`src/rtl/reg_read_bypass_stage_pkg.sv`:
```
// Shared physical-register path types and default widths for the register-read stage.
package BasicTypes;

   localparam int unsigned PREG_NUM_BITS  = 7;
   localparam int unsigned DATA_WIDTH     = 32;
   localparam int unsigned PREG_DATA_BITS = DATA_WIDTH + 1;

   typedef logic [PREG_NUM_BITS-1:0] PRegNumPath;

   // Operand word as carried on every register-file and writeback data path.
   typedef struct packed {
      logic                  valid;
      logic [DATA_WIDTH-1:0] data;
   } PRegDataPath;

endpackage

```
`src/rtl/reg_read_bypass_stage_operand_select.sv`:
```
// Single-operand bypass mux: the lowest-index writeback hitting the source register
// wins over register-file data; register 0 never matches.
module bypass_operand_select
   import BasicTypes::*;
#(
   parameter int unsigned WB_NUM    = 3,
   parameter int unsigned PREG_BITS = PREG_NUM_BITS,
   parameter int unsigned DATA_BITS = DATA_WIDTH
) (
   input  logic [PREG_BITS-1:0]            src_reg_num_i,
   input  logic [DATA_BITS:0]              rf_data_i,
   input  logic [WB_NUM-1:0]               wb_we_i,
   input  logic [WB_NUM*PREG_BITS-1:0]     wb_reg_num_i,
   input  logic [WB_NUM*(DATA_BITS+1)-1:0] wb_data_i,
   output logic [DATA_BITS:0]              sel_data_c_o
);

   localparam int unsigned WORD_BITS = DATA_BITS + 1;

   logic hit;

   // Priority scan from port 0 upward; the first hit locks the selection.
   always_comb begin
      sel_data_c_o = rf_data_i;
      hit          = 1'b0;
      for (int k = 0; k < int'(WB_NUM); k++) begin
         if (!hit && wb_we_i[k] && (src_reg_num_i != '0) &&
             (wb_reg_num_i[k*PREG_BITS +: PREG_BITS] == src_reg_num_i)) begin
            sel_data_c_o = wb_data_i[k*WORD_BITS +: WORD_BITS];
            hit          = 1'b1;
         end
      end
   end

endmodule

```
`src/rtl/reg_read_bypass_stage.sv`:
```
// Register-read stage: bypasses same-cycle writebacks into source operands and registers
// them for execute. Define RSD_REG_READ_STALL_SNOOP_EN to keep held operands current during stall.
module reg_read_bypass_stage
   import BasicTypes::*;
#(
   parameter int unsigned LANE_NUM  = 2,
   parameter int unsigned WB_NUM    = 3,
   parameter int unsigned PREG_BITS = PREG_NUM_BITS,
   parameter int unsigned DATA_BITS = DATA_WIDTH
) (
   input  logic                              clk,
   input  logic                              rst,
   input  logic                              flush,
   input  logic                              stall,
   input  logic [LANE_NUM-1:0]               inValid,
   input  logic [LANE_NUM*PREG_BITS-1:0]     inSrcRegNumA,
   input  logic [LANE_NUM*PREG_BITS-1:0]     inSrcRegNumB,
   output logic [LANE_NUM*PREG_BITS-1:0]     rfRegNumA,
   output logic [LANE_NUM*PREG_BITS-1:0]     rfRegNumB,
   input  logic [LANE_NUM*(DATA_BITS+1)-1:0] rfDataA,
   input  logic [LANE_NUM*(DATA_BITS+1)-1:0] rfDataB,
   input  logic [WB_NUM-1:0]                 wbWE,
   input  logic [WB_NUM*PREG_BITS-1:0]       wbRegNum,
   input  logic [WB_NUM*(DATA_BITS+1)-1:0]   wbData,
   output logic [LANE_NUM-1:0]               outValid,
   output logic [LANE_NUM*PREG_BITS-1:0]     outSrcRegNumA,
   output logic [LANE_NUM*PREG_BITS-1:0]     outSrcRegNumB,
   output logic [LANE_NUM*(DATA_BITS+1)-1:0] outDataA,
   output logic [LANE_NUM*(DATA_BITS+1)-1:0] outDataB
);

   localparam int unsigned WORD_BITS = DATA_BITS + 1;
   localparam int unsigned REG_W     = LANE_NUM * PREG_BITS;
   localparam int unsigned DAT_W     = LANE_NUM * WORD_BITS;

   logic [LANE_NUM-1:0] valid_q,  valid_d;
   logic [REG_W-1:0]    src_a_q,  src_a_d;
   logic [REG_W-1:0]    src_b_q,  src_b_d;
   logic [DAT_W-1:0]    data_a_q, data_a_d;
   logic [DAT_W-1:0]    data_b_q, data_b_d;
   logic [DAT_W-1:0]    sel_a_c,  sel_b_c;

   assign rfRegNumA = inSrcRegNumA;
   assign rfRegNumB = inSrcRegNumB;

   for (genvar l = 0; l < LANE_NUM; l++) begin : g_lane
      bypass_operand_select #(
         .WB_NUM    (WB_NUM),
         .PREG_BITS (PREG_BITS),
         .DATA_BITS (DATA_BITS)
      ) u_sel_a (
         .src_reg_num_i (inSrcRegNumA[l*PREG_BITS +: PREG_BITS]),
         .rf_data_i     (rfDataA[l*WORD_BITS +: WORD_BITS]),
         .wb_we_i       (wbWE),
         .wb_reg_num_i  (wbRegNum),
         .wb_data_i     (wbData),
         .sel_data_c_o  (sel_a_c[l*WORD_BITS +: WORD_BITS])
      );

      bypass_operand_select #(
         .WB_NUM    (WB_NUM),
         .PREG_BITS (PREG_BITS),
         .DATA_BITS (DATA_BITS)
      ) u_sel_b (
         .src_reg_num_i (inSrcRegNumB[l*PREG_BITS +: PREG_BITS]),
         .rf_data_i     (rfDataB[l*WORD_BITS +: WORD_BITS]),
         .wb_we_i       (wbWE),
         .wb_reg_num_i  (wbRegNum),
         .wb_data_i     (wbData),
         .sel_data_c_o  (sel_b_c[l*WORD_BITS +: WORD_BITS])
      );
   end

`ifdef RSD_REG_READ_STALL_SNOOP_EN
   logic [DAT_W-1:0] snp_a_c, snp_b_c;

   // Snoop muxes compare writebacks against the held source numbers, falling back to held data.
   for (genvar l = 0; l < LANE_NUM; l++) begin : g_snoop
      bypass_operand_select #(
         .WB_NUM    (WB_NUM),
         .PREG_BITS (PREG_BITS),
         .DATA_BITS (DATA_BITS)
      ) u_snp_a (
         .src_reg_num_i (src_a_q[l*PREG_BITS +: PREG_BITS]),
         .rf_data_i     (data_a_q[l*WORD_BITS +: WORD_BITS]),
         .wb_we_i       (wbWE),
         .wb_reg_num_i  (wbRegNum),
         .wb_data_i     (wbData),
         .sel_data_c_o  (snp_a_c[l*WORD_BITS +: WORD_BITS])
      );

      bypass_operand_select #(
         .WB_NUM    (WB_NUM),
         .PREG_BITS (PREG_BITS),
         .DATA_BITS (DATA_BITS)
      ) u_snp_b (
         .src_reg_num_i (src_b_q[l*PREG_BITS +: PREG_BITS]),
         .rf_data_i     (data_b_q[l*WORD_BITS +: WORD_BITS]),
         .wb_we_i       (wbWE),
         .wb_reg_num_i  (wbRegNum),
         .wb_data_i     (wbData),
         .sel_data_c_o  (snp_b_c[l*WORD_BITS +: WORD_BITS])
      );
   end
`endif

   // Load on advance, hold on stall; flush only needs to kill the valid bits.
   always_comb begin
      valid_d  = valid_q;
      src_a_d  = src_a_q;
      src_b_d  = src_b_q;
      data_a_d = data_a_q;
      data_b_d = data_b_q;
      if (!stall) begin
         valid_d  = inValid;
         src_a_d  = inSrcRegNumA;
         src_b_d  = inSrcRegNumB;
         data_a_d = sel_a_c;
         data_b_d = sel_b_c;
      end
`ifdef RSD_REG_READ_STALL_SNOOP_EN
      else begin
         data_a_d = snp_a_c;
         data_b_d = snp_b_c;
      end
`endif
      if (flush) begin
         valid_d = '0;
      end
   end

   always_ff @(posedge clk or posedge rst) begin
      if (rst) begin
         valid_q  <= '0;
         src_a_q  <= '0;
         src_b_q  <= '0;
         data_a_q <= '0;
         data_b_q <= '0;
      end else begin
         valid_q  <= valid_d;
         src_a_q  <= src_a_d;
         src_b_q  <= src_b_d;
         data_a_q <= data_a_d;
         data_b_q <= data_b_d;
      end
   end

   assign outValid      = valid_q;
   assign outSrcRegNumA = src_a_q;
   assign outSrcRegNumB = src_b_q;
   assign outDataA      = data_a_q;
   assign outDataB      = data_b_q;

endmodule

```
`config.mk`:
```
export PLATFORM = sky130hd
export DESIGN_NAME = reg_read_bypass_stage
export DESIGN_NICKNAME = d
export VERILOG_FILES = /design/src/rtl/reg_read_bypass_stage_pkg.sv /design/src/rtl/reg_read_bypass_stage_operand_select.sv /design/src/rtl/reg_read_bypass_stage.sv
export SDC_FILE = /design/constraint.sdc
export NUM_CORES = 1
export LEC_CHECK = 0
export BUFFER_PORTS_ARGS = -buffer_cell sky130_fd_sc_hd__buf_2
export CORE_AREA = 2 2 184 186
export CTS_CLUSTER_DIAMETER = 120
export DETAILED_ROUTE_END_ITERATION = 16
export DIE_AREA = 0 0 186 188
export PLACE_DENSITY_LB_ADDON = 0.12
export SLEW_MARGIN = 20
export SYNTH_ARGS = -nofsm -noshare
export SYNTH_HDL_FRONTEND = slang
export SYNTH_HIERARCHICAL = 1
export SYNTH_SLANG_ARGS = --single-unit
```
`constraint.sdc`:
```
create_clock -name clk -period 11.3 [get_ports clk]
set_clock_uncertainty 0.1 [all_clocks]
set_input_delay 1.695 -clock clk [delete_from_list [all_inputs] [get_ports clk]]
set_output_delay 1.695 -clock clk [all_outputs]
set_load 0.02 [all_outputs]
```
==> flow_results.xml <==
<?xml version="1.0" encoding="UTF-8"?>
<metrics>
  <group name="outcome">
    <metric name="outcome" unit="">finished clean</metric>
  </group>
  <group name="clocking">
    <metric name="cts.repair.resized" unit="">0</metric>
    <metric name="clockBufferDepth" unit="">2</metric>
    <metric name="cts_setup_buffers" unit="">0</metric>
    <metric name="insertion_delay" unit="ns">0.45</metric>
    <metric name="clk_pin_slew_worst_paths" unit="ns">0.07</metric>
    <metric name="tritoncts_clock_tree" unit="">yes</metric>
    <metric name="holdBufCountCts" unit="">0</metric>
    <metric name="cts-htree-levels" unit="">4</metric>
    <metric name="tritoncts_num_sinks" unit="">162</metric>
    <metric name="cts.root.buffer_cell" unit="">clkbuf_16</metric>
    <metric name="cts-buffers-inserted" unit="">17</metric>
  </group>
  <group name="timing">
    <metric name="timing_max_transition_violations_final" unit="">0</metric>
    <metric name="timing_worst_slew_pin_value" unit="ns">0.951</metric>
    <metric name="max_slew_margin" unit="">0.366</metric>
    <metric name="grt_setup_unrepaired" unit="">false</metric>
    <metric name="finalSetupViolCount" unit="">0</metric>
    <metric name="holdWs" unit="ns">0.398</metric>
    <metric name="layout_worst_path_cycle_share" unit="">0.371</metric>
    <metric name="number_of_endpoints_with_negative_hold_slack_in_the_final_report" unit="">0</metric>
    <metric name="post-route-worst-setup-slack" unit="ns">7.10</metric>
    <metric name="tns" unit="ns">0</metric>
    <metric name="fin_crit" unit="ns">4.20</metric>
    <metric name="maxClockFrequency" unit="MHz">238</metric>
  </group>
  <group name="power_and_ir_drop">
    <metric name="clock_power_share" unit="">0.345</metric>
    <metric name="power_per_cell_area" unit="nW/um^2">114</metric>
    <metric name="p_comb_frac" unit="">0.284</metric>
    <metric name="seq_power_share" unit="">0.371</metric>
    <metric name="switchingPower" unit="W">0.000604</metric>
    <metric name="power.switching_fraction" unit="">0.329</metric>
    <metric name="leakage_power_figure" unit="nW">6.59</metric>
    <metric name="vdd.ir_drop.worst" unit="uV">112</metric>
    <metric name="internal_power" unit="W">0.00123</metric>
  </group>
  <group name="final_layout">
    <metric name="final_cell_mix" unit="">477 x buf_2, 162 x dfrtp_1, 136 x nand4_1, 136 x o21ai_1</metric>
    <metric name="synthToLayoutAreaGrowth" unit="%">22.6</metric>
    <metric name="final_common_cell" unit="">buf_2</metric>
    <metric name="n_fill_cell" unit="">3225</metric>
    <metric name="final_layout_size_suffix_gt1_frac" unit="">0.427</metric>
    <metric name="final_util" unit="">0.485</metric>
    <metric name="nets" unit="">1973</metric>
  </group>
  <group name="global_route">
    <metric name="grt_pass1_wl" unit="um">88700</metric>
    <metric name="grt.overflow.total" unit="">0</metric>
    <metric name="number_of_global_route_vias_before_repair" unit="">13363</metric>
    <metric name="antenna_found_initial" unit="">15</metric>
    <metric name="grt_use_total" unit="">0.343</metric>
    <metric name="pin_count_of_the_biggest_net_entering_global_routing" unit="">79</metric>
  </group>
  <group name="die">
    <metric name="die_h" unit="um">188</metric>
    <metric name="dieWidth" unit="um">186</metric>
    <metric name="coreArea" unit="um^2">33100</metric>
    <metric name="dieArea" unit="um^2">35000</metric>
    <metric name="initial_utilization" unit="">0.396</metric>
    <metric name="io_pins" unit="">479</metric>
    <metric name="std_cell_rows" unit="">67</metric>
  </group>
  <group name="synthesis">
    <metric name="netlist.area_leader.share" unit="">0.309</metric>
    <metric name="synth_nets" unit="">1634</metric>
    <metric name="yosys-mux-area-fraction" unit="">0.161</metric>
    <metric name="synth_area" unit="um^2">13100</metric>
    <metric name="post_synth_inst_count" unit="">1345</metric>
    <metric name="number_of_enable_type_register_cells_in_the_synthesized_netlist" unit="">0</metric>
    <metric name="ys_dominant_reg_cell" unit="">dfrtp_1</metric>
    <metric name="ys_ff_latch" unit="">162</metric>
    <metric name="simple_gate_area_share_of_the_yosys_netlist" unit="">0.191</metric>
    <metric name="synth-warning-count" unit="">6</metric>
    <metric name="yosys.area_share.xor_xnor" unit="">0.0562</metric>
    <metric name="most_area_hungry_cell_type_in_the_yosys_netlist" unit="">dfrtp_1</metric>
    <metric name="postSynth.asyncResetShare" unit="">1.00</metric>
    <metric name="yosys.cell_types.count" unit="">27</metric>
    <metric name="synth_seq_area_share" unit="">0.309</metric>
    <metric name="synthAdderAreaFrac" unit="">0</metric>
    <metric name="post_synth.cell_area_avg" unit="um^2">9.74</metric>
    <metric name="synth_compound_area_frac" unit="">0.202</metric>
    <metric name="synth_top_family_by_area" unit="">compound AO/OA/AOI/OAI gates</metric>
    <metric name="synthTopCellsByArea" unit="">dfrtp_1 31%, mux2_4 8.9%, nand4b_1 8.6%</metric>
  </group>
  <group name="critical_path">
    <metric name="timing.critical_path.required" unit="ns">11.59</metric>
    <metric name="crit_path_max_incr_delay" unit="ns">0.57</metric>
    <metric name="critPathTopFamily" unit="">buffers and inverters</metric>
    <metric name="worstSetupEndpointType" unit="">flip-flop</metric>
    <metric name="critical_path_class" unit="">input pin to flip-flop</metric>
    <metric name="crit_arrival" unit="ns">4.49</metric>
    <metric name="critPathBufInv" unit="">3</metric>
    <metric name="critPathSlowestCell" unit="">and3_2</metric>
    <metric name="path_cells" unit="">buf_2 -&gt; xor2_1 -&gt; nor4_4 -&gt; buf_4 -&gt; and3_2 -&gt; buf_4 -&gt; o31ai_1 -&gt; o21ai_1 -&gt; mux2_2</metric>
    <metric name="cpMostUsedCell" unit="">buf_4</metric>
    <metric name="worst-path-max-fanout" unit="">45</metric>
    <metric name="setup.worst_path.start_class" unit="">input pin</metric>
  </group>
  <group name="routing">
    <metric name="dr.max_layer_used" unit="">met5</metric>
    <metric name="finalWirelength" unit="um">61800</metric>
    <metric name="wl_met1" unit="um">24200</metric>
    <metric name="wl_per_cell" unit="um">28.6</metric>
    <metric name="route.vias.total" unit="">13746</metric>
    <metric name="met2_routed_length" unit="um">29300</metric>
    <metric name="drt_iter0_drc" unit="">1274</metric>
    <metric name="antenna_left" unit="">0</metric>
    <metric name="drt_drc_violations_left" unit="">0</metric>
    <metric name="drt_pre_antenna_iters" unit="">6</metric>
    <metric name="routed-wl-met3" unit="um">4720</metric>
    <metric name="vias_per_cell" unit="">6.37</metric>
  </group>
  <group name="job">
    <metric name="max-cap-violations" unit="">0</metric>
  </group>
  <group name="placement">
    <metric name="pre_cts_ws" unit="ns">6.70</metric>
    <metric name="dp_hpwl" unit="um">44500</metric>
    <metric name="portBuffers" unit="">478</metric>
    <metric name="place_congestion" unit="">0.957</metric>
  </group>
  <group name="min_path">
    <metric name="hold_path_class" unit="">flip-flop to flip-flop</metric>
  </group>
</metrics>
## final timing paths
check,start,to,slack (ns),depth (start not counted)
worst max-delay path,inSrcRegNumB[0],outDataB[11]$_DFFE_PP0N_,7.10,9
worst max register to register,outDataA[38]$_DFFE_PP0N_,outDataA[38]$_DFFE_PP0N_,10.39,1
worst min register to register,outDataB[27]$_DFFE_PP0N_,outDataB[27]$_DFFE_PP0N_,0.40,1
worst min-delay path,outDataB[27]$_DFFE_PP0N_,outDataB[27]$_DFFE_PP0N_,0.40,1
min in group asynchronous,rst,outDataA[61]$_DFFE_PP0N_,1.14,2
max in group asynchronous,rst,outDataA[40]$_DFFE_PP0N_,8.66,3
## power groups by stage
stage	clock [W]	combinational [W]	sequential [W]
after floorplan	0	0.000216	0.000766
after global placement	0	0.000517	0.000689
after detailed placement	0	0.000519	0.000690
after CTS	0.000644	0.000520	0.000680
after global routing	0.000665	0.000547	0.000687
final	0.000633	0.000521	0.000681
## flip-flops by register name, indices dropped and copies added (netlist names)
| signal | cells |
|---|---|
| outDataA | 66 |
| outSrcRegNumA | 14 |
| outDataB | 66 |
| outSrcRegNumB | 14 |
| outValid | 2 |
## cell usage after synthesis, types with 5 or more instances
cell	number
and4_1	16
nand4_1	136
o31ai_1	128
buf_1	8
dfrtp_1	162
mux2_4	78
nand2_1	16
inv_1	5
xor2_1	32
xnor2_1	52
nor4_1	8
buf_4	32
o21ai_1	136
buf_2	48
mux2_2	82
clkbuf_1	96
nand4b_1	128
buf_6	14
nand3_1	12
a211oi_1	128
and3_1	8
## cells by family after synthesis
logic type,Yosys count
AOI/OAI and AO/OA,396
and+or+nand+nor,338
buffers and inverters,203
muxes,162
DFF,162
xor gates and xnor gates,84
## routing by layer
layer  track usage  vias to the layer above
met5             0                        -
met1         0.420                     6803
met2         0.561                      753
li1              -                     6026
met4         0.191                        8
met3        0.0660                      156
## per-stage QoR
| step | area, um^2 | total power, W | std cells |
|---|---|---|---|
| CTS | 16000 | 0.00184 | 2144 |
| detailed placement | 15400 | 0.00121 | 2113 |
| global placement | 15400 | 0.00121 | 2113 |
| floorplan | 13100 | 0.000982 | 1345 |
| finish | 16100 | 0.00183 | 2159 |
| global route | 16000 | 0.00190 | 2149 |
## layout make-up
cell class,count,area [um^2],share of cell area
diodes,15,37.5,0.00234
clock buffers,23,498,0.0310
clock inverters,8,125,0.00779
inverters,5,23.8,0.00148
multi-input cells,980,8060,0.502
flip-flops and latches,162,4050,0.252
well taps,448,561,0.0349
repair buffers,518,2700,0.168
Power figures use the tool's default switching activity.
